`config.mk`:
```
export PLATFORM = sky130hd
export DESIGN_NAME = dmem_arbiter_flat
export DESIGN_NICKNAME = d
export VERILOG_FILES = /design/src/rtl/dmem_arbiter_if.sv /design/src/rtl/dmem_arbiter.sv /design/src/flat_wrapper.sv
export SDC_FILE = /design/constraint.sdc
export NUM_CORES = 1
export LEC_CHECK = 0
export ABC_AREA = 0
export CORE_ASPECT_RATIO = 1.2
export CORE_MARGIN = 5
export CORE_UTILIZATION = 30
export DETAILED_ROUTE_END_ITERATION = 7
export DONT_BUFFER_PORTS = 1
export MAX_ROUTING_LAYER = met4
export PLACE_DENSITY = 0.47
export SLEW_MARGIN = 0
export SYNTH_ARGS = -nofsm -noshare
export SYNTH_HDL_FRONTEND = slang
export SYNTH_SLANG_ARGS = --single-unit
export TNS_END_PERCENT = 30
```
`constraint.sdc`:
```
create_clock -name clk -period 4.1 [get_ports clk]
set_clock_uncertainty 0.2 [all_clocks]
set_input_delay 0.41 -clock clk [delete_from_list [all_inputs] [get_ports clk]]
set_output_delay 0.41 -clock clk [all_outputs]
set_load 0.01 [all_outputs]
```
`src/rtl/dmem_arbiter_if.sv`:
```
// Bus bundle between the data-memory arbiter, its two requesters (core, DMA)
// and the single-port data memory.
interface dmem_arbiter_if #(
  parameter int AW = 32,
  parameter int DW = 32
);
  logic          c_req;
  logic [1:0]    c_rwe;
  logic [AW-1:0] c_addr;
  logic [DW-1:0] c_wdata;
  logic [DW-1:0] c_rdata;
  logic          c_done;
  logic          c_stall;

  logic          d_req;
  logic [1:0]    d_rwe;
  logic [AW-1:0] d_addr;
  logic [DW-1:0] d_wdata;
  logic [DW-1:0] d_rdata;
  logic          d_done;
  logic          d_gnt;

  logic [AW-1:0] m_addr;
  logic [DW-1:0] m_wdata;
  logic [1:0]    m_rwe;
  logic [DW-1:0] m_rdata;

  logic          busy;

  modport slave (
    input  c_req, c_rwe, c_addr, c_wdata,
    output c_rdata, c_done, c_stall,
    input  d_req, d_rwe, d_addr, d_wdata,
    output d_rdata, d_done, d_gnt,
    output m_addr, m_wdata, m_rwe,
    input  m_rdata,
    output busy
  );

  modport master (
    output c_req, c_rwe, c_addr, c_wdata,
    input  c_rdata, c_done, c_stall,
    output d_req, d_rwe, d_addr, d_wdata,
    input  d_rdata, d_done, d_gnt,
    input  m_addr, m_wdata, m_rwe,
    output m_rdata,
    input  busy
  );
endinterface

```
`src/rtl/dmem_arbiter.sv`:
```
// Two-requester arbiter for the single-port data memory: fixed core priority,
// with a starvation counter that hands DMA the grant after MAX_WAIT losses.
module dmem_arbiter #(
  parameter int AW       = 32,
  parameter int DW       = 32,
  parameter int RD_LAT   = 1,
  parameter int MAX_WAIT = 4
) (
  input  logic          clk,
  input  logic          rst,
  dmem_arbiter_if.slave bus
);

  localparam int CW = $clog2(MAX_WAIT + 1);
  localparam int LW = $clog2(RD_LAT + 1);

  typedef enum logic [1:0] {S_IDLE, S_ACCESS, S_WAIT, S_DONE} state_e;

  state_e        state_q, state_d;
  logic          own_dma_q, own_dma_d;
  logic [CW-1:0] cnt_q, cnt_d;
  logic [LW-1:0] lat_q, lat_d;
  logic [AW-1:0] addr_q, addr_d;
  logic [DW-1:0] wdata_q, wdata_d;
  logic [1:0]    rwe_q, rwe_d;
  logic [DW-1:0] c_rdata_q, c_rdata_d;
  logic [DW-1:0] d_rdata_q, d_rdata_d;
  logic          dma_wins;

  assign dma_wins = bus.d_req & (~bus.c_req | (cnt_q == CW'(MAX_WAIT)));

  always_comb begin
    state_d   = state_q;
    own_dma_d = own_dma_q;
    cnt_d     = cnt_q;
    lat_d     = lat_q;
    addr_d    = addr_q;
    wdata_d   = wdata_q;
    rwe_d     = rwe_q;
    c_rdata_d = c_rdata_q;
    d_rdata_d = d_rdata_q;
    unique case (state_q)
      S_IDLE: begin
        if (bus.c_req | bus.d_req) begin
          own_dma_d = dma_wins;
          addr_d    = dma_wins ? bus.d_addr  : bus.c_addr;
          wdata_d   = dma_wins ? bus.d_wdata : bus.c_wdata;
          rwe_d     = dma_wins ? bus.d_rwe   : bus.c_rwe;
          state_d   = S_ACCESS;
          // DMA only "loses" when the core also asked and took the slot
          if (dma_wins)
            cnt_d = '0;
          else if (bus.d_req && cnt_q != CW'(MAX_WAIT))
            cnt_d = cnt_q + CW'(1);
        end
      end
      S_ACCESS: begin
        if (rwe_q != 2'b00) begin
          state_d = S_DONE;
        end else begin
          state_d = S_WAIT;
          lat_d   = LW'(RD_LAT - 1);
        end
      end
      S_WAIT: begin
        if (lat_q == '0) begin
          if (own_dma_q) d_rdata_d = bus.m_rdata;
          else           c_rdata_d = bus.m_rdata;
          state_d = S_DONE;
        end else begin
          lat_d = lat_q - LW'(1);
        end
      end
      S_DONE: state_d = S_IDLE;
      default: state_d = S_IDLE;
    endcase
  end

  always_ff @(posedge clk) begin
    if (rst) begin
      state_q   <= S_IDLE;
      own_dma_q <= 1'b0;
      cnt_q     <= '0;
      lat_q     <= '0;
      addr_q    <= '0;
      wdata_q   <= '0;
      rwe_q     <= 2'b00;
      c_rdata_q <= '0;
      d_rdata_q <= '0;
    end else begin
      state_q   <= state_d;
      own_dma_q <= own_dma_d;
      cnt_q     <= cnt_d;
      lat_q     <= lat_d;
      addr_q    <= addr_d;
      wdata_q   <= wdata_d;
      rwe_q     <= rwe_d;
      c_rdata_q <= c_rdata_d;
      d_rdata_q <= d_rdata_d;
    end
  end

  // Write strobe gated by rst so a store caught by reset never reaches memory
  assign bus.m_rwe   = (state_q == S_ACCESS && !rst) ? rwe_q : 2'b00;
  assign bus.m_addr  = addr_q;
  assign bus.m_wdata = wdata_q;
  assign bus.c_rdata = c_rdata_q;
  assign bus.d_rdata = d_rdata_q;
  assign bus.c_done  = (state_q == S_DONE) & ~own_dma_q;
  assign bus.d_done  = (state_q == S_DONE) &  own_dma_q;
  assign bus.c_stall = bus.c_req & ~bus.c_done;
  assign bus.d_gnt   = own_dma_q & ((state_q == S_ACCESS) | (state_q == S_WAIT));
  assign bus.busy    = (state_q != S_IDLE);

endmodule

```
`src/flat_wrapper.sv`:
```
// flat-port wrapper written by rule: the top's interface ports become plain ports
module dmem_arbiter_flat 
#(
  parameter int AW       = 32,
  parameter int DW       = 32,
  parameter int RD_LAT   = 1,
  parameter int MAX_WAIT = 4
)
  (clk, rst, bus_c_req, bus_c_rwe, bus_c_addr, bus_c_wdata, bus_c_rdata, bus_c_done, bus_c_stall, bus_d_req, bus_d_rwe, bus_d_addr, bus_d_wdata, bus_d_rdata, bus_d_done, bus_d_gnt, bus_m_addr, bus_m_wdata, bus_m_rwe, bus_m_rdata, bus_busy);
  dmem_arbiter_if #(.AW(AW), .DW(DW)) bus_i ();
  input  logic clk;
  input  logic rst;
  input wire logic [$bits(bus_i.c_req)-1:0] bus_c_req;
  input wire logic [$bits(bus_i.c_rwe)-1:0] bus_c_rwe;
  input wire logic [$bits(bus_i.c_addr)-1:0] bus_c_addr;
  input wire logic [$bits(bus_i.c_wdata)-1:0] bus_c_wdata;
  output wire logic [$bits(bus_i.c_rdata)-1:0] bus_c_rdata;
  output wire logic [$bits(bus_i.c_done)-1:0] bus_c_done;
  output wire logic [$bits(bus_i.c_stall)-1:0] bus_c_stall;
  input wire logic [$bits(bus_i.d_req)-1:0] bus_d_req;
  input wire logic [$bits(bus_i.d_rwe)-1:0] bus_d_rwe;
  input wire logic [$bits(bus_i.d_addr)-1:0] bus_d_addr;
  input wire logic [$bits(bus_i.d_wdata)-1:0] bus_d_wdata;
  output wire logic [$bits(bus_i.d_rdata)-1:0] bus_d_rdata;
  output wire logic [$bits(bus_i.d_done)-1:0] bus_d_done;
  output wire logic [$bits(bus_i.d_gnt)-1:0] bus_d_gnt;
  output wire logic [$bits(bus_i.m_addr)-1:0] bus_m_addr;
  output wire logic [$bits(bus_i.m_wdata)-1:0] bus_m_wdata;
  output wire logic [$bits(bus_i.m_rwe)-1:0] bus_m_rwe;
  input wire logic [$bits(bus_i.m_rdata)-1:0] bus_m_rdata;
  output wire logic [$bits(bus_i.busy)-1:0] bus_busy;
  assign bus_i.c_req = bus_c_req;
  assign bus_i.c_rwe = bus_c_rwe;
  assign bus_i.c_addr = bus_c_addr;
  assign bus_i.c_wdata = bus_c_wdata;
  assign bus_c_rdata = bus_i.c_rdata;
  assign bus_c_done = bus_i.c_done;
  assign bus_c_stall = bus_i.c_stall;
  assign bus_i.d_req = bus_d_req;
  assign bus_i.d_rwe = bus_d_rwe;
  assign bus_i.d_addr = bus_d_addr;
  assign bus_i.d_wdata = bus_d_wdata;
  assign bus_d_rdata = bus_i.d_rdata;
  assign bus_d_done = bus_i.d_done;
  assign bus_d_gnt = bus_i.d_gnt;
  assign bus_m_addr = bus_i.m_addr;
  assign bus_m_wdata = bus_i.m_wdata;
  assign bus_m_rwe = bus_i.m_rwe;
  assign bus_i.m_rdata = bus_m_rdata;
  assign bus_busy = bus_i.busy;
  dmem_arbiter #(.AW(AW), .DW(DW), .RD_LAT(RD_LAT), .MAX_WAIT(MAX_WAIT)) u_core (.clk(clk), .rst(rst), .bus(bus_i));
endmodule
```
Yosys cells after proc, flatten, opt, wreduce, memory -nomap -nowiden. Index checks and enable logic that the tools add are counted.

Register bits: 137. Input port bits: 168. Output and inout bits: 135. Word-level logic and storage cells: 58.

Add/subtract/negate cells: 2. Equal/unequal tests: 8. Muxes and demuxes: 13. Bitwise gates (word level): 12. Reduce and logical (&&, ||, !) cells: 14.

Operators by type and width (number): two-way mux 32 bit (2); AND reduction 3 bit (3); two-way mux 2 bit (4); one-hot mux 2 bit (4 select lines) (1); nonzero test 2 bit (4); two-way mux 3 bit (2); AND reduction 2 bit (3); AND 1 bit (5); == test 2 bit (second input constant) (2); inequality test 2 bit (second input constant) (2); NOT 1 bit (4); adder 3 x 1 -> 3 bit (second input constant) (1); == test 3 bit (second input constant) (1); two-way mux 1 bit (3); inequality test 3 bit (second input constant) (1); bitwise OR 1 bit (3); == test 2 x 1 -> 1 bit (second input constant) (1); logical AND 1 bit (2); logical NOT 2 bit (1); inequality test 2 x 1 -> 1 bit (second input constant) (1); one-hot mux 1 bit (2 select lines) (1); logical NOT 1 bit (1); subtractor 1 bit (second input constant) (1).

Depth between registers and ports, before layout.
Depth after elaboration: 5. Gate-level depth with buffers: 8. Mapped depth without buffers: 5.

Worst setup path before layout. Ideal clock, no wire load.

Kind: register -> register. Start point: reg u_core.state_q[0]. End point: reg u_core.wdata_q[19], in the netlist u_core.bus.m_wdata[19]. Setup time: 142 ps. Arrival: 1481 ps. Required time: 3758 ps. Setup slack: 2277 ps. Cell stages (with the launch flop): 8. Path buffers: 3. Clock period less this slack: 1823 ps. Path through: dfxtp_1 > inv_1 > ha_1 > o21a_1 > buf_2 > buf_2 > buf_1 > a311oi_1.

Cells in the longest elaborated chain, start to end: 2.

Ends and longest elaborated chain: start: declaration (line dmem_arbiter.sv:19) `state_e state_q, state_d;`; start signal: assignment (line dmem_arbiter.sv:91) `state_q <= state_d;`; logical NOT 2 bit (line dmem_arbiter.sv:42) `unique case (state_q)`; AND reduction 2 bit (no source line); end signal: assignment (line dmem_arbiter.sv:96) `wdata_q <= wdata_d;`; end: declaration (line dmem_arbiter.sv:24) `logic [DW-1:0] wdata_q, wdata_d;`.

Every way passes these cells. A chain may end at the register's enable or synchronous reset.

Worst setup path in the final report.
Start point: reg u_core.cnt_q[0]. End point: reg u_core.addr_q[5], in the netlist u_core.bus.m_addr[5].

Cells in the longest elaborated chain, start to end: 4.

Ends and longest elaborated chain: start: declaration (line dmem_arbiter.sv:21) `logic [CW-1:0] cnt_q, cnt_d;`; start signal: assignment (line dmem_arbiter.sv:93) `cnt_q <= cnt_d;`; == test 3 bit (line dmem_arbiter.sv:30) `assign dma_wins = bus.d_req & (~bus.c_req | (cnt_q == CW'(MAX_WAIT)));`; bitwise OR 1 bit (line dmem_arbiter.sv:30); AND 1 bit (line dmem_arbiter.sv:30); two-way mux 32 bit (line dmem_arbiter.sv:46) `addr_d = dma_wins ? bus.d_addr : bus.c_addr;`; end signal: assignment (line dmem_arbiter.sv:95) `addr_q <= addr_d;`; end: declaration (line dmem_arbiter.sv:23) `logic [AW-1:0] addr_q, addr_d;`.

Every way passes these cells.

==> results.toml <==
[cts]
cts_buffer_depth = 2
clk_pin_slew_ns = 0.06
cts_tree = "done"
cts.sinks = 136
root_buffer = "clkbuf_16"
cts-buffers-inserted = 17
cts_resized = 0
cts_max_level = 4
cts_setup_buffers = 0
insertion_delay_ns = 0.41

[worst_setup_path]
cp_data_arrival_time_ns = 3.64
critPathLaunchType = "flop"
required_ns = 4.25
crit_fanout = 47
crit_top_cell = "dlygate4sd3_1"
max_stage_delay_ns = 0.58
slowest_stage = "dlygate4sd3_1"
worstSetupPathType = "reg2reg"
r2r_setup_slack_ns = 0.61
end_kind = "flop"
crit_chain = "inv_1 > ha_1 > a21bo_2 > buf_4 > nand3_1 > dlygate4sd3_1 > a311oi_1 > dlygate4sd3_1"

[logic_synthesis]
yosysSeqAreaShare = 0.481
synth_area_leader_cell = "dfxtp_1"
synth.top_cell.area_share = 0.481
synthMuxAreaShare = 0.00177
yosys.area_share.adder = 0.0155
synth_compound_area_frac = 0.231
synth_top_family_by_area = "compound AO/OA/AOI/OAI gates"
postSynthAreaPerCell_sq_um = 7.93
netlist_top_cells_area = "dfxtp_1 48%, a311oi_1 10%, nand2_1 8.9%"
yosysWarnings = 0
synth.ff_latch_count = 136
synth-simple-area-share = 0.210
ys_types = 31
synth-xor-area-share = 0
synth_cells = 714
syn-num-nets = 889
synthesis.area_sq_mm = 0.00567

[flow_run]
maxCapViolations = 0

[cells_and_area]
syn_to_final_growth_pct = 41.3
multiInputGateArea_sq_mm = 0.00261
nFillCells = 1864
final_area_sq_mm = 0.00801
antenna_cells = 0
area.sequential_sq_mm = 0.00272
layout-drive-gt1-share = 0.0523
final_nets = 1003

[route]
routed_wl_um = 19900
drt-wirelength-per-cell_um = 18.2
drt-initial-drc-count = 371
dr.pass1.iters = 5
post-route-drc-count = 0
via_count = 5722
ant_nets = 0
via_per_inst = 5.22

[hold_path]
holdCritPathClass = "in2reg"

[global_route]
grt_pass1_wl_um = 30700
top_usage_layer = "met2"
grt_start_max_net_pins = 137
antenna_found_initial = 0
met3_usage = 0.0630
met2_usage = 0.310
grt_pass1_vias = 5786
grtUsageMet1 = 0.197
grt_usage = 0.182
overflow = 0

[die]
die_h_um = 161
fp.coreArea_sq_mm = 0.0187
dieWidth_um = 135
initial_core_util = 0.303
rows = 55
dieArea_sq_mm = 0.0217
io_pins = 303

[timing]
timing.fmax_mhz = 287
totalNegativeSetupSlack_ns = 0
slew_violations = 0
worst_pin_slew_ns = 1.21
finalHoldViolations = 0
fin_crit_ns = 3.49
slew_headroom = 0.196
grt_setup_unrepaired = "no"
finalCritPeriodShare = 0.850
setup_viol = 0

[power]
switching_share = 0.346
combPwrFrac = 0.288
ir_drop_v = 0.000364
powerDensity_mw_per_mm2 = 632
power.internal_mw = 3.31
netSwitchingPower_mw = 1.75
p_leak_nw = 2.87
clockPowerShare = 0.310
seqPwrFrac = 0.403

[placement]
dp_hpwl_um = 12200
port_buffers = 0
place.gp.congestion = 0.788
dpl-instance-area_sq_mm = 0.00574

[outcome]
status = "complete, no violations"
kinds of logic (layout without fill, tap and decap cells):
| logic type | Yosys count | count (layout) |
|---|---|---|
| flops | 136 | 136 |
| compound gates | 207 | 207 |
| buf+inv | 80 | 207 |
| fa+ha+maj | 7 | 7 |
| mux | 1 | 1 |
| simple gates | 283 | 283 |
flip-flops by register name, indices dropped and copies added (netlist names):
signal              count
u_core.bus.c_rdata     32
u_core.bus.d_rdata     32
u_core.bus.m_addr      32
u_core.bus.m_wdata     32
u_core.cnt_q            3
u_core.rwe_q            2
u_core.state_q          2
u_core.own_dma_q        1
area by class of cell:
class / instances / share of cell area
multi-input cells: 498 / 0.327
inverters: 6 / 0.00281
clock buffers: 18 / 0.0536
flip-flops and latches: 136 / 0.340
well taps: 256 / 0.0400
repair buffers: 169 / 0.215
clock inverters: 14 / 0.0216
timing repair:
| item | CTS | global route |
|---|---|---|
| hold endpoints to repair | 136 | 0 |
| endpoints found under the setup margin | 0 | 0 |
| hold buffers | 163 | 0 |
through the flow:
stage | instances | setup WS (ns) | hold WS [ns] | utilization | power, mW
global route | 1097 | 0.427 | 0.0321 | 0.428 | 5.37
global placement | 902 | 1.70 | 0.254 | 0.306 | 3.03
detailed placement | 902 | 1.61 | 0.269 | 0.306 | 3.08
finish | 1097 | 0.613 | 0.0347 | 0.428 | 5.06
floorplan | 714 | 2.28 | 0.249 | - | 2.83
CTS | 1097 | 0.690 | 0.00606 | 0.428 | 5.10
synthesized netlist by cell type:
cell type  instances
mux2i_1            1
a32oi_1            1
inv_1              5
a21oi_1           67
o21a_1             1
buf_2             16
and2_1             3
buf_1              3
buf_6              2
clkbuf_1          50
o21bai_1           1
nor4b_1            1
and3b_1            2
buf_4              3
nand2_1          134
dfxtp_1          136
ha_1               7
nor3b_1            2
a21boi_2           1
nor2b_1            3
nand4_1            1
inv_2              1
nor2_1            68
a21bo_1            1
o21ai_0           63
o21ai_1            5
nand2b_1           1
nand3_1           66
a211oi_1           1
a311oi_1          66
or3_1              2
worst paths after layout:
kind	from	to	cells past startpoint
setup / recovery	u_core.cnt_q[0]	u_core.bus.m_addr[5]	8
hold / removal	bus_c_wdata[30]	u_core.bus.m_wdata[30]	2
setup reg to reg	u_core.cnt_q[0]	u_core.bus.m_addr[5]	8
hold reg to reg	u_core.cnt_q[1]	u_core.cnt_q[1]	2
worst max-delay path: cells and delay by family, from the launching register on:
kind	cells	cell delay (ns)
buf+inv	4	1.75
compound gates	2	0.74
flops	1	0.33
fa+ha+maj	1	0.25
simple gates	1	0.13
per-layer routing:
layer | routed length [um] | up-vias
li1 | - | 2741
met5 | 0 | -
met2 | 9980 | 282
met1 | 7580 | 2671
met3 | 2040 | 28
met4 | 340 | 0
power by group through the flow:
stage          sequential (mW)  combinational (mW)  clock, mW
4_1_cts                   2.04                1.43       1.62
3_5_place_dp              2.07                1.01          0
6_report                  2.04                1.45       1.57
3_3_place_gp              2.07               0.962          0
2_1_floorplan             1.96               0.868          0
5_1_grt                   2.07                1.62       1.67
cell usage in the layout (no fill, tap or decap), types with 2 or more instances in the layout:
| cell type | netlist | layout |
|---|---|---|
| clkinv_2 | 0 | 2 |
| nor2_1 | 68 | 68 |
| and3b_1 | 2 | 2 |
| a311oi_1 | 66 | 66 |
| nor2b_1 | 3 | 2 |
| clkbuf_16 | 0 | 17 |
| nor3b_1 | 2 | 2 |
| clkinvlp_4 | 0 | 5 |
| and2_1 | 3 | 3 |
| dlygate4sd3_1 | 0 | 161 |
| buf_16 | 0 | 2 |
| ha_1 | 7 | 7 |
| or3_1 | 2 | 2 |
| nand2_1 | 134 | 134 |
| a21oi_1 | 67 | 67 |
| nand3_1 | 66 | 66 |
| o21ai_0 | 63 | 63 |
| dfxtp_1 | 136 | 136 |
| bufinv_16 | 0 | 3 |
| inv_1 | 5 | 5 |
| buf_4 | 3 | 5 |
| o21ai_1 | 5 | 5 |
| clkinv_4 | 0 | 2 |
| inv_6 | 0 | 2 |
(Power assumes the default switching activity.)
